<file path="config.mk">
export PLATFORM = sky130hd
export DESIGN_NAME = key_schedule_ctrl_flat
export DESIGN_NICKNAME = d
export VERILOG_FILES = /design/src/rtl/key_schedule_ctrl_if.sv /design/src/rtl/key_schedule_ctrl.sv /design/src/flat_wrapper.sv
export SDC_FILE = /design/constraint.sdc
export NUM_CORES = 2
export LEC_CHECK = 0
export CAP_MARGIN = 20
export CORE_MARGIN = 2
export CORE_UTILIZATION = 50
export DETAILED_ROUTE_END_ITERATION = 6
export PLACE_DENSITY = 0.74
export SETUP_SLACK_MARGIN = 0.4
export SYNTH_ARGS = -nofsm -noshare
export SYNTH_HDL_FRONTEND = slang
export SYNTH_SLANG_ARGS = --single-unit
</file>
<file path="constraint.sdc">
create_clock -name clk -period 15.75 [get_ports clk]
set_clock_uncertainty 0.2 [all_clocks]
set_input_delay 1.575 -clock clk [delete_from_list [all_inputs] [get_ports clk]]
set_output_delay 1.575 -clock clk [all_outputs]
set_load 0.05 [all_outputs]
</file>
<file path="src/rtl/key_schedule_ctrl_if.sv">
// Key-source / round-engine side of the AES-128 key schedule sequencer.
// The master drives the key handshake and the read address; the slave is the sequencer.
interface key_schedule_ctrl_if;
   logic         key_valid;
   logic         key_ready;
   logic [127:0] key_in;
   logic [3:0]   rk_rd_addr;
   logic [127:0] rk_rd_data;
   logic         keys_valid;
   logic         busy;

   modport master (
      output key_valid, key_in, rk_rd_addr,
      input  key_ready, rk_rd_data, keys_valid, busy
   );

   modport slave (
      input  key_valid, key_in, rk_rd_addr,
      output key_ready, rk_rd_data, keys_valid, busy
   );
endinterface

</file>
<file path="src/rtl/key_schedule_ctrl.sv">
// AES-128 key schedule: a one-round-per-cycle expansion datapath plus the sequencer
// that loads it, feeds it Rcon, captures rk0..rk10 and serves them on a registered read port.

module key_expansion_logic (
   input  logic         clk,
   input  logic         rst,
   input  logic         load_enable,
   input  logic [127:0] key_in,
   input  logic [31:0]  rcon_in,
   output logic [127:0] key_out
);
   logic [127:0] key_q;
   logic [31:0]  rot_word;
   logic [31:0]  temp_word;
   logic [31:0]  w0, w1, w2, w3;

   function automatic logic [7:0] xtime(input logic [7:0] b);
      return {b[6:0], 1'b0} ^ (b[7] ? 8'h1B : 8'h00);
   endfunction

   function automatic logic [7:0] gf_mul(input logic [7:0] a, input logic [7:0] b);
      logic [7:0] p;
      logic [7:0] x;
      p = 8'h00;
      x = a;
      for (int i = 0; i < 8; i++) begin
         if (b[i]) p = p ^ x;
         x = xtime(x);
      end
      return p;
   endfunction

   // S-box computed as GF(2^8) inverse (b^254, which maps 0 to 0) followed by the affine map.
   function automatic logic [7:0] sbox(input logic [7:0] b);
      logic [7:0] sq;
      logic [7:0] inv;
      sq  = b;
      inv = 8'h01;
      for (int i = 1; i < 8; i++) begin
         sq  = gf_mul(sq, sq);
         inv = gf_mul(inv, sq);
      end
      return inv ^ {inv[6:0], inv[7]} ^ {inv[5:0], inv[7:6]} ^
             {inv[4:0], inv[7:5]} ^ {inv[3:0], inv[7:4]} ^ 8'h63;
   endfunction

   assign rot_word  = {key_q[23:0], key_q[31:24]};
   assign temp_word = {sbox(rot_word[31:24]), sbox(rot_word[23:16]),
                       sbox(rot_word[15:8]),  sbox(rot_word[7:0])} ^ rcon_in;
   assign w0 = key_q[127:96] ^ temp_word;
   assign w1 = key_q[95:64]  ^ w0;
   assign w2 = key_q[63:32]  ^ w1;
   assign w3 = key_q[31:0]   ^ w2;

   assign key_out = key_q;

   always_ff @(posedge clk) begin
      if (rst) begin
         key_q <= '0;
      end else if (load_enable) begin
         key_q <= key_in;
      end else begin
         key_q <= {w0, w1, w2, w3};
      end
   end
endmodule

module key_schedule_ctrl (
   input logic               clk,
   input logic               rst,
   key_schedule_ctrl_if.slave bus
);
   localparam logic [1:0] IDLE   = 2'd0;
   localparam logic [1:0] LOAD   = 2'd1;
   localparam logic [1:0] EXPAND = 2'd2;

   logic [1:0]   state;
   logic [3:0]   rnd;
   logic [7:0]   rcon_byte;
   logic [127:0] key_reg;
   logic         keys_valid_q;
   logic [127:0] rd_data_q;
   logic [127:0] rk_mem [0:10];
   logic         load_enable;
   logic [31:0]  rcon_in;
   logic [127:0] key_out;

   function automatic logic [7:0] xtime(input logic [7:0] b);
      return {b[6:0], 1'b0} ^ (b[7] ? 8'h1B : 8'h00);
   endfunction

   assign load_enable = (state == LOAD);
   assign rcon_in     = {rcon_byte, 24'h0};

   key_expansion_logic u_key_expansion (
      .clk         (clk),
      .rst         (rst),
      .load_enable (load_enable),
      .key_in      (key_reg),
      .rcon_in     (rcon_in),
      .key_out     (key_out)
   );

   // While rnd = r the datapath shows rk[r] and rcon_byte already holds rcon(r+1).
   always_ff @(posedge clk) begin
      if (rst) begin
         state        <= IDLE;
         rnd          <= 4'd0;
         rcon_byte    <= 8'h01;
         key_reg      <= '0;
         keys_valid_q <= 1'b0;
      end else begin
         case (state)
            IDLE: begin
               if (bus.key_valid) begin
                  key_reg      <= bus.key_in;
                  keys_valid_q <= 1'b0;
                  rcon_byte    <= 8'h01;
                  state        <= LOAD;
               end
            end
            LOAD: begin
               rnd   <= 4'd0;
               state <= EXPAND;
            end
            EXPAND: begin
               if (rnd < 4'd10) begin
                  rnd       <= rnd + 4'd1;
                  rcon_byte <= xtime(rcon_byte);
               end else begin
                  keys_valid_q <= 1'b1;
                  state        <= IDLE;
               end
            end
            default: state <= IDLE;
         endcase
      end
   end

   // Round-key store has no reset; an aborted expansion leaves its partial writes behind.
   always_ff @(posedge clk) begin
      if (!rst && state == EXPAND && rnd <= 4'd10) begin
         rk_mem[rnd] <= key_out;
      end
   end

   always_ff @(posedge clk) begin
      if (rst) begin
         rd_data_q <= '0;
      end else if (bus.rk_rd_addr <= 4'd10) begin
         rd_data_q <= rk_mem[bus.rk_rd_addr];
      end else begin
         rd_data_q <= '0;
      end
   end

   assign bus.key_ready  = (state == IDLE);
   assign bus.busy       = (state != IDLE);
   assign bus.keys_valid = keys_valid_q;
   assign bus.rk_rd_data = rd_data_q;
endmodule

</file>
<file path="src/flat_wrapper.sv">
// flat-port wrapper written by rule: the top's interface ports become plain ports
module key_schedule_ctrl_flat 
  (clk, rst, bus_key_valid, bus_key_in, bus_rk_rd_addr, bus_key_ready, bus_rk_rd_data, bus_keys_valid, bus_busy);
  key_schedule_ctrl_if bus_i ();
  input logic clk;
  input logic rst;
  input wire logic [$bits(bus_i.key_valid)-1:0] bus_key_valid;
  input wire logic [$bits(bus_i.key_in)-1:0] bus_key_in;
  input wire logic [$bits(bus_i.rk_rd_addr)-1:0] bus_rk_rd_addr;
  output wire logic [$bits(bus_i.key_ready)-1:0] bus_key_ready;
  output wire logic [$bits(bus_i.rk_rd_data)-1:0] bus_rk_rd_data;
  output wire logic [$bits(bus_i.keys_valid)-1:0] bus_keys_valid;
  output wire logic [$bits(bus_i.busy)-1:0] bus_busy;
  assign bus_i.key_valid = bus_key_valid;
  assign bus_i.key_in = bus_key_in;
  assign bus_i.rk_rd_addr = bus_rk_rd_addr;
  assign bus_key_ready = bus_i.key_ready;
  assign bus_rk_rd_data = bus_i.rk_rd_data;
  assign bus_keys_valid = bus_i.keys_valid;
  assign bus_busy = bus_i.busy;
  key_schedule_ctrl u_core (.clk(clk), .rst(rst), .bus(bus_i));
endmodule
</file>
Yosys cells after proc, flatten, opt, wreduce, memory -nomap -nowiden
Memories as Yosys holds them, arrays and structs flattened. A register that Yosys moved wholly into a read port is not among the register bits.
Index checks and enable logic that the tools add are counted.

storage, ports and cells
  flip-flop bits (word level) = 271
  RAM bits = 1,408
  bits of input ports = 135
  memories = 1

memory list
  memory         depth  width  rd ports  clocked after memory_dff  wr ports  RTL line                 RTL
  u_core.rk_mem  11     128    1         1                         1         key_schedule_ctrl.sv:83  logic [127:0] rk_mem [0:10];

cells by class
  $add $sub $neg = 1
  $lt $le $gt $ge = 3
  eq/ne operators = 5
  multiplexer cells = 827
  bitwise logic cells = 783
  reduce and logical (&&, ||, !) cells = 13

operator list
  operator               count
  $mux W8                422
  $xor A8 B8 Y8          381
  $xor A8 B5 Y8          364
  $mux W5                369
  $xor A32 B32 Y32       5
  $mux W128              1
  $mux W7                4
  $not A1 Y1 const A     28
  $mux W6                4
  $mux W4                5
  $not A4 Y4             4
  $pmux W8 S2            1
  $mux W2                6
  $mux W3                4
  $le A4 B4 Y1 const B   2
  $mux W1                8
  $pmux W4 S2            1
  $pmux W2 S3            1
  $reduce_and A2 Y1      3
  $reduce_and A3 Y1      2
  $reduce_bool A2 Y1     3
  $add A4 B1 Y4 const B  1
  $lt A4 B4 Y1 const B   1
  $ne A2 B2 Y1 const B   2
  other kinds (9)        10

Logic depth before layout (Yosys ltp)
  depth after elaboration = 138
  mapped depth = 67
  gate-level depth less buffers = 56

Modules after synthesis
From an unflattened synthesis, not the netlist that was laid out.

second synthesis, totals
  cell total of the unflattened synthesis = 12,433
  area total of the unflattened synthesis = 129,251.5 um2

by module, submodules not included
  module               times used  cells an instance  area an instance (um2)
  key_expansion_logic  1           9,045              68,328.0
  key_schedule_ctrl    1           3,388              60,923.4

Least setup slack after synthesis
No wires, ideal clock.

  kind = reg-to-reg
  start = reg u_core.u_key_expansion.key_q[23] (netlist: u_core.u_key_expansion.key_out[23])
  end = reg u_core.u_key_expansion.key_q[25] (netlist: u_core.u_key_expansion.key_out[25])
  setup time = 0.086 ns
  arrival = 15.680 ns
  setup slack = -0.216 ns
  stages on the path, launching flop included = 63
  clock period less this slack = 15.966 ns
  cell sequence = dfxtp_1 buf_2 buf_2 nand2_1 xor2_1 inv_1 clkbuf_1 clkbuf_1 ha_1 xnor2_1 xnor2_1 nor2_1 xnor2_1 xor2_1 clkbuf_1 nor2_1 a2111o_1 o211ai_2 [... 27 more ...] mux2i_1 or2_1 a31o_1 a311o_1 or3_1 buf_2 nand2_1 mux2i_1 a21oi_2 xor2_1 mux2i_1 xnor3_1 xnor3_1 xor3_2 xnor3_2 xnor3_2 xnor2_1 a211oi_1

between the ends
  longest elaborated chain between the ends = 135
  elaborated cells on any way between the ends = 392
  classes of those cells = mux (200); bitwise (192)

ends and longest elaborated chain
  item                                            RTL line                                          RTL
  from (decl)                                     key_schedule_ctrl.sv:12                           logic [127:0] key_q;
  from (signal assigned)                          key_schedule_ctrl.sv:61                           key_q <= key_in;
  from (signal assigned)                          key_schedule_ctrl.sv:63                           key_q <= {w0, w1, w2, w3};
  $mux W5 or $mux W8 (tied branches)              key_schedule_ctrl.sv:18, key_schedule_ctrl.sv:27
  $xor A8 B5 Y8 or $xor A8 B8 Y8 (tied branches)  key_schedule_ctrl.sv:18, key_schedule_ctrl.sv:27
  $xor A8 B8 Y8 or $mux W8 (tied branches)        key_schedule_ctrl.sv:27                           if (b[i]) p = p ^ x;
  $mux W8 or $xor A8 B8 Y8 (tied branches)        key_schedule_ctrl.sv:27
  $xor A8 B8 Y8 or $mux W8 (tied branches)        key_schedule_ctrl.sv:27
  $mux W8 or $xor A8 B8 Y8 (tied branches)        key_schedule_ctrl.sv:27
  $xor A8 B8 Y8 or $mux W8 (tied branches)        key_schedule_ctrl.sv:27
  $mux W8 or $xor A8 B8 Y8 (tied branches)        key_schedule_ctrl.sv:27
  [... 119 more ...]                              --
  $xor A8 B8 Y8 *                                 key_schedule_ctrl.sv:44                           {inv[4:0], inv[7:5]} ^ {inv[3:0], inv[7:4]} ^ 8'h63;
  $not A4 Y4 (no source line) *                   --
  $xor A32 B32 Y32 *                              key_schedule_ctrl.sv:49                           sbox(rot_word[15:8]), sbox(rot_word[7:0])} ^ rcon_in;
  $xor A32 B32 Y32 *                              key_schedule_ctrl.sv:50                           assign w0 = key_q[127:96] ^ temp_word;
  $xor A32 B32 Y32 *                              key_schedule_ctrl.sv:51                           assign w1 = key_q[95:64] ^ w0;
  $xor A32 B32 Y32 *                              key_schedule_ctrl.sv:52                           assign w2 = key_q[63:32] ^ w1;
  $xor A32 B32 Y32 *                              key_schedule_ctrl.sv:53                           assign w3 = key_q[31:0] ^ w2;
  $mux W128 *                                     key_schedule_ctrl.sv:60                           end else if (load_enable) begin

Mark *: on every way between the ends. The rest lies on a longest branch, timed or not.
A chain may end at the register's enable or synchronous reset.

Final worst setup path
  start = reg u_core.u_key_expansion.key_q[30] (netlist: u_core.u_key_expansion.key_out[30])
  end = reg u_core.u_key_expansion.key_q[32] (netlist: u_core.u_key_expansion.key_out[32])

between the ends
  longest elaborated chain between the ends = 134
  elaborated cells on any way between the ends = 391
  classes of those cells = mux (200); bitwise (191)

ends and longest elaborated chain
  item                           RTL line                 RTL
  $xor A8 B5 Y8                  key_schedule_ctrl.sv:18  return {b[6:0], 1'b0} ^ (b[7] ? 8'h1B : 8'h00);
  $xor A8 B8 Y8                  key_schedule_ctrl.sv:27
  $mux W8                        key_schedule_ctrl.sv:27
  $xor A8 B8 Y8                  key_schedule_ctrl.sv:27
  $mux W8                        key_schedule_ctrl.sv:27
  $xor A8 B8 Y8                  key_schedule_ctrl.sv:27
  $mux W8                        key_schedule_ctrl.sv:27
  $xor A8 B8 Y8                  key_schedule_ctrl.sv:27
  [... 116 more ...]             --
  $xor A8 B8 Y8 (3 in a row)     key_schedule_ctrl.sv:43  return inv ^ {inv[6:0], inv[7]} ^ {inv[5:0], inv[7:6]} ^
  $xor A8 B8 Y8 *                key_schedule_ctrl.sv:44
  $not A4 Y4 (no source line) *  --
  $xor A32 B32 Y32 *             key_schedule_ctrl.sv:49
  $xor A32 B32 Y32 *             key_schedule_ctrl.sv:50
  $xor A32 B32 Y32 *             key_schedule_ctrl.sv:51
  $xor A32 B32 Y32 *             key_schedule_ctrl.sv:52
  $mux W128 *                    key_schedule_ctrl.sv:60

Marked as above.

==> run_results.csv <==
group,metric,value,unit
timing,setup_viol,0,
run_status,status,"finished, violations left",
place,place_hpwl,259,mm
routing,vias,94900,
routing,wire_per_inst,24.5,um
critical_path,cpMaxStageDelayCell,"xor3_1",
die,core_area,245000,sq um
clock_network,cts.hold.buffers_added,0,
place,place.gp.congestion,0.954,
final_layout,finish.utilization,58.8,%
place,io_buffer_count,265,
timing,fmax,66.4,MHz
yosys,ys_warn_count,0,
critical_path,crit_arrival,15.54,ns
yosys,avgSynthCellArea,10.5,sq um
critical_path,critPathKind,"reg2reg",
yosys,synthArstFlopShare,0,%
yosys,synth_mux_area_share,8.13,%
clock_network,clk_latency,0.82,ns
die,die_w,500,um
critical_path,ff2ff_path_depth,56,
yosys,synth_top_area_share,34.4,%
final_layout,largest_reg_flops,1408,
final_layout,areaGrowthSynthToFinish,17.4,%
final_layout,nets,12500,
yosys,synth_top_family_by_area,"XOR/XNOR gates",
critical_path,path_common_cell,"buf_4",
final_layout,fillers,19800,
clock_network,cts-root-buf,"clkbuf_16",
flow_run,max_cap_violations,0,
yosys,synth_ff_type,"edfxtp_1",
timing,tightest_slew,1.17,ns
critical_path,cp-end-kind,"flip-flop",
yosys,synth_adder_area_share,0.242,%
clock_network,cts_buffers,154,
routing,drtPass1Iterations,7,
die,start_util,50.1,%
global_route,antenna_found_initial,8,
routing,postRouteAntennaNets,0,
clock_network,cts.sinks,1807,
critical_path,r2r-end,"u_core.u_key_expansion.key_out[32]",
yosys,synth_area_leaders,"edfxtp_1 (34%), xnor2_1 (12%), xnor3_1 (6.8%)",
critical_path,required,16.24,ns
die,die-area,250000,sq um
global_route,grt_pass1_vias,90800,
yosys,synth-edff-count,1408,
timing,hold_violations,0,
routing,wirelength,385,mm
timing,report.final.slew_viol_count,0,
die,num_io_pins,266,
critical_path,rr_startpoint,"u_core.u_key_expansion.key_out[30]",
routing,drtIter0Drc,10200,
clock_network,cts_tree,"yes",
clock_network,clkTransAtPathRegs,0.07,ns
critical_path,critPathMaxStageDelay,0.53,ns
yosys,synth-seq-area-share,40.9,%
timing,post-route-min-period,15.05,ns
critical_path,path_max_fanout,13,
timing,grt_setup_unrepaired,"false",
critical_path,startpoint_type,"flip-flop",
clock_network,h-tree-depth,4,
yosys,syn_nets,11800,
worst_hold_path,hold_class,"reg2reg",
die,die_y,500,um
run_status,violations,"design-rule violations",
yosys,synth.distinct_cells,119,
yosys,ys_ff_latch,1807,
final_layout,drive_above_1_share,18.9,%
critical_path,rrSetupSlack,0.70,ns
global_route,grt_pass1_wl,571,mm
routing,vias_per_cell,6.04,
yosys,yosys.area_share.simple,12.0,%
timing,fin_crit_sh,95.6,%
yosys,synth_compound_area_share,11.1,%
yosys,yosys.area.top_type,"edfxtp_1",
worst_hold_path,hold_path.startpoint,"u_core.key_reg[38]",
global_route,grt_use_total,29.6,%
routing,drcViolationCount,1,
worst_hold_path,min_delay_path_depth,2,
yosys,synth_xor_area_share,24.7,%
timing,slew_headroom,21.8,%
global_route,grt_overflow_total,0,
yosys,syn_area,123000,sq um
yosys,synthCells,11700,
final_layout,largest_register,"u_core.rk_mem",
die,num_rows,182,
clock_network,clockBufferDepth,3,
worst_hold_path,whs_endpoint,"u_core.u_key_expansion.key_out[38]",
global_route,grt_max_degree,167,
## per-stage QoR
stage          instances  area [sq um]  TNS, ns  setup WS (ns)  hold slack [ns]
4_1_cts            15500        140000        0          0.347            0.235
3_3_place_gp       15200        133000    -2.19         -0.236            0.240
2_1_floorplan      11700        123000        0          0.423            0.225
3_5_place_dp       15200        133000   -10.28         -0.547            0.243
5_1_grt            15700        144000        0          0.244            0.266
6_report           15700        144000        0          0.699            0.233
## worst max-delay path: cells and delay by family (launching register included)
kind	cells	cell delay, ns
compound gates	11	2.41
simple gates	6	1.10
flops	1	0.37
mux	2	0.46
buf+inv	9	1.79
xor+xnor	28	8.61
## metal layers
| layer | global-route usage (%) | wire [um] | up-vias | share of wire, % |
|---|---|---|---|---|
| met5 | 0 | 13 | - | 0.0034 |
| met4 | 12.5 | 17600 | 2 | 4.6 |
| met3 | 3.40 | 29900 | 645 | 7.8 |
| met2 | 48.4 | 183000 | 4461 | 47 |
| met1 | 40.1 | 154000 | 46900 | 40 |
| li1 | - | - | 42900 | - |
## placed cells by master (no fill, tap or decap), drive strengths merged, types with 43 or more instances in the layout
cell type / count
nand2: 1154
mux2: 43
mux4: 260
nor3: 205
mux2i: 363
nor2b: 186
o21a: 43
a21oi: 770
and3: 44
inv: 96
xnor2: 1737
a211oi: 333
o22ai: 107
xor2: 547
nor2: 1378
a22oi: 64
clkinv: 56
a31oi: 72
xnor3: 381
xor3: 43
and2: 58
edfxtp: 1408
nand3: 168
o21ai: 360
dfxtp: 399
nand2b: 62
clkbuf: 216
clkdlybuf4s50: 260
buf: 1067
## worst max-delay path by stage
| stage | from | end | slack (ns) | cells after the start |
|---|---|---|---|---|
| CTS | u_core.u_key_expansion.key_out[31] | u_core.u_key_expansion.key_out[6] | 0.35 | 54 |
| floorplan | u_core.u_key_expansion.key_out[16] | u_core.u_key_expansion.key_out[25] | 0.42 | 61 |
| detailed placement | u_core.u_key_expansion.key_out[27] | u_core.u_key_expansion.key_out[6] | -0.55 | 53 |
| global placement | u_core.u_key_expansion.key_out[16] | u_core.u_key_expansion.key_out[28] | -0.24 | 60 |
| global route | u_core.u_key_expansion.key_out[16] | u_core.u_key_expansion.key_out[28] | 0.24 | 63 |
| finish | u_core.u_key_expansion.key_out[30] | u_core.u_key_expansion.key_out[32] | 0.70 | 56 |
## logic make-up after synthesis
family	after synthesis
buffers and inverters	873
muxes	666
xor gates and xnor gates	2706
DFF	1807
adders and majority gates	24
AOI/OAI and AO/OA	2147
and+or+nand+nor	3429
## synth_stat cells, types with 72 or more instances
| cell type | count |
|---|---|
| a211oi_1 | 329 |
| a21oi_1 | 764 |
| a31oi_1 | 72 |
| buf_1 | 117 |
| buf_2 | 118 |
| clkbuf_1 | 519 |
| dfxtp_1 | 399 |
| edfxtp_1 | 1408 |
| inv_1 | 81 |
| mux2i_1 | 361 |
| mux4_2 | 260 |
| nand2_1 | 1154 |
| nand3_1 | 167 |
| nor2_1 | 1374 |
| nor2b_1 | 186 |
| nor3_1 | 203 |
| o21ai_0 | 336 |
| o22ai_1 | 107 |
| xnor2_1 | 1676 |
| xnor3_1 | 371 |
| xor2_1 | 524 |
## final cells by class
type                       count  area (sq um)  area share (%)
clock buffer                 216          4250            2.94
antenna                        2          5.00         0.00347
multi-input combinational   8974         73300            50.8
sequential                  1807         50300            34.8
clock inverter                73           935           0.648
inverter                     100           387           0.268
tap                         3220          4030            2.79
timing repair buffer        1327         11100            7.68
## what timing repair did
| action | in CTS | in global routing |
|---|---|---|
| pin swaps | 28 | 177 |
| buffers inserted | 25 | 198 |
| gates resized for setup | 150 | 518 |
| endpoints found under the setup margin | 107 | 120 |
| cloned | 0 | 4 |
Power is not shown: default switching activity piles up to over one toggle a cycle in this logic, so the estimate is an artifact.
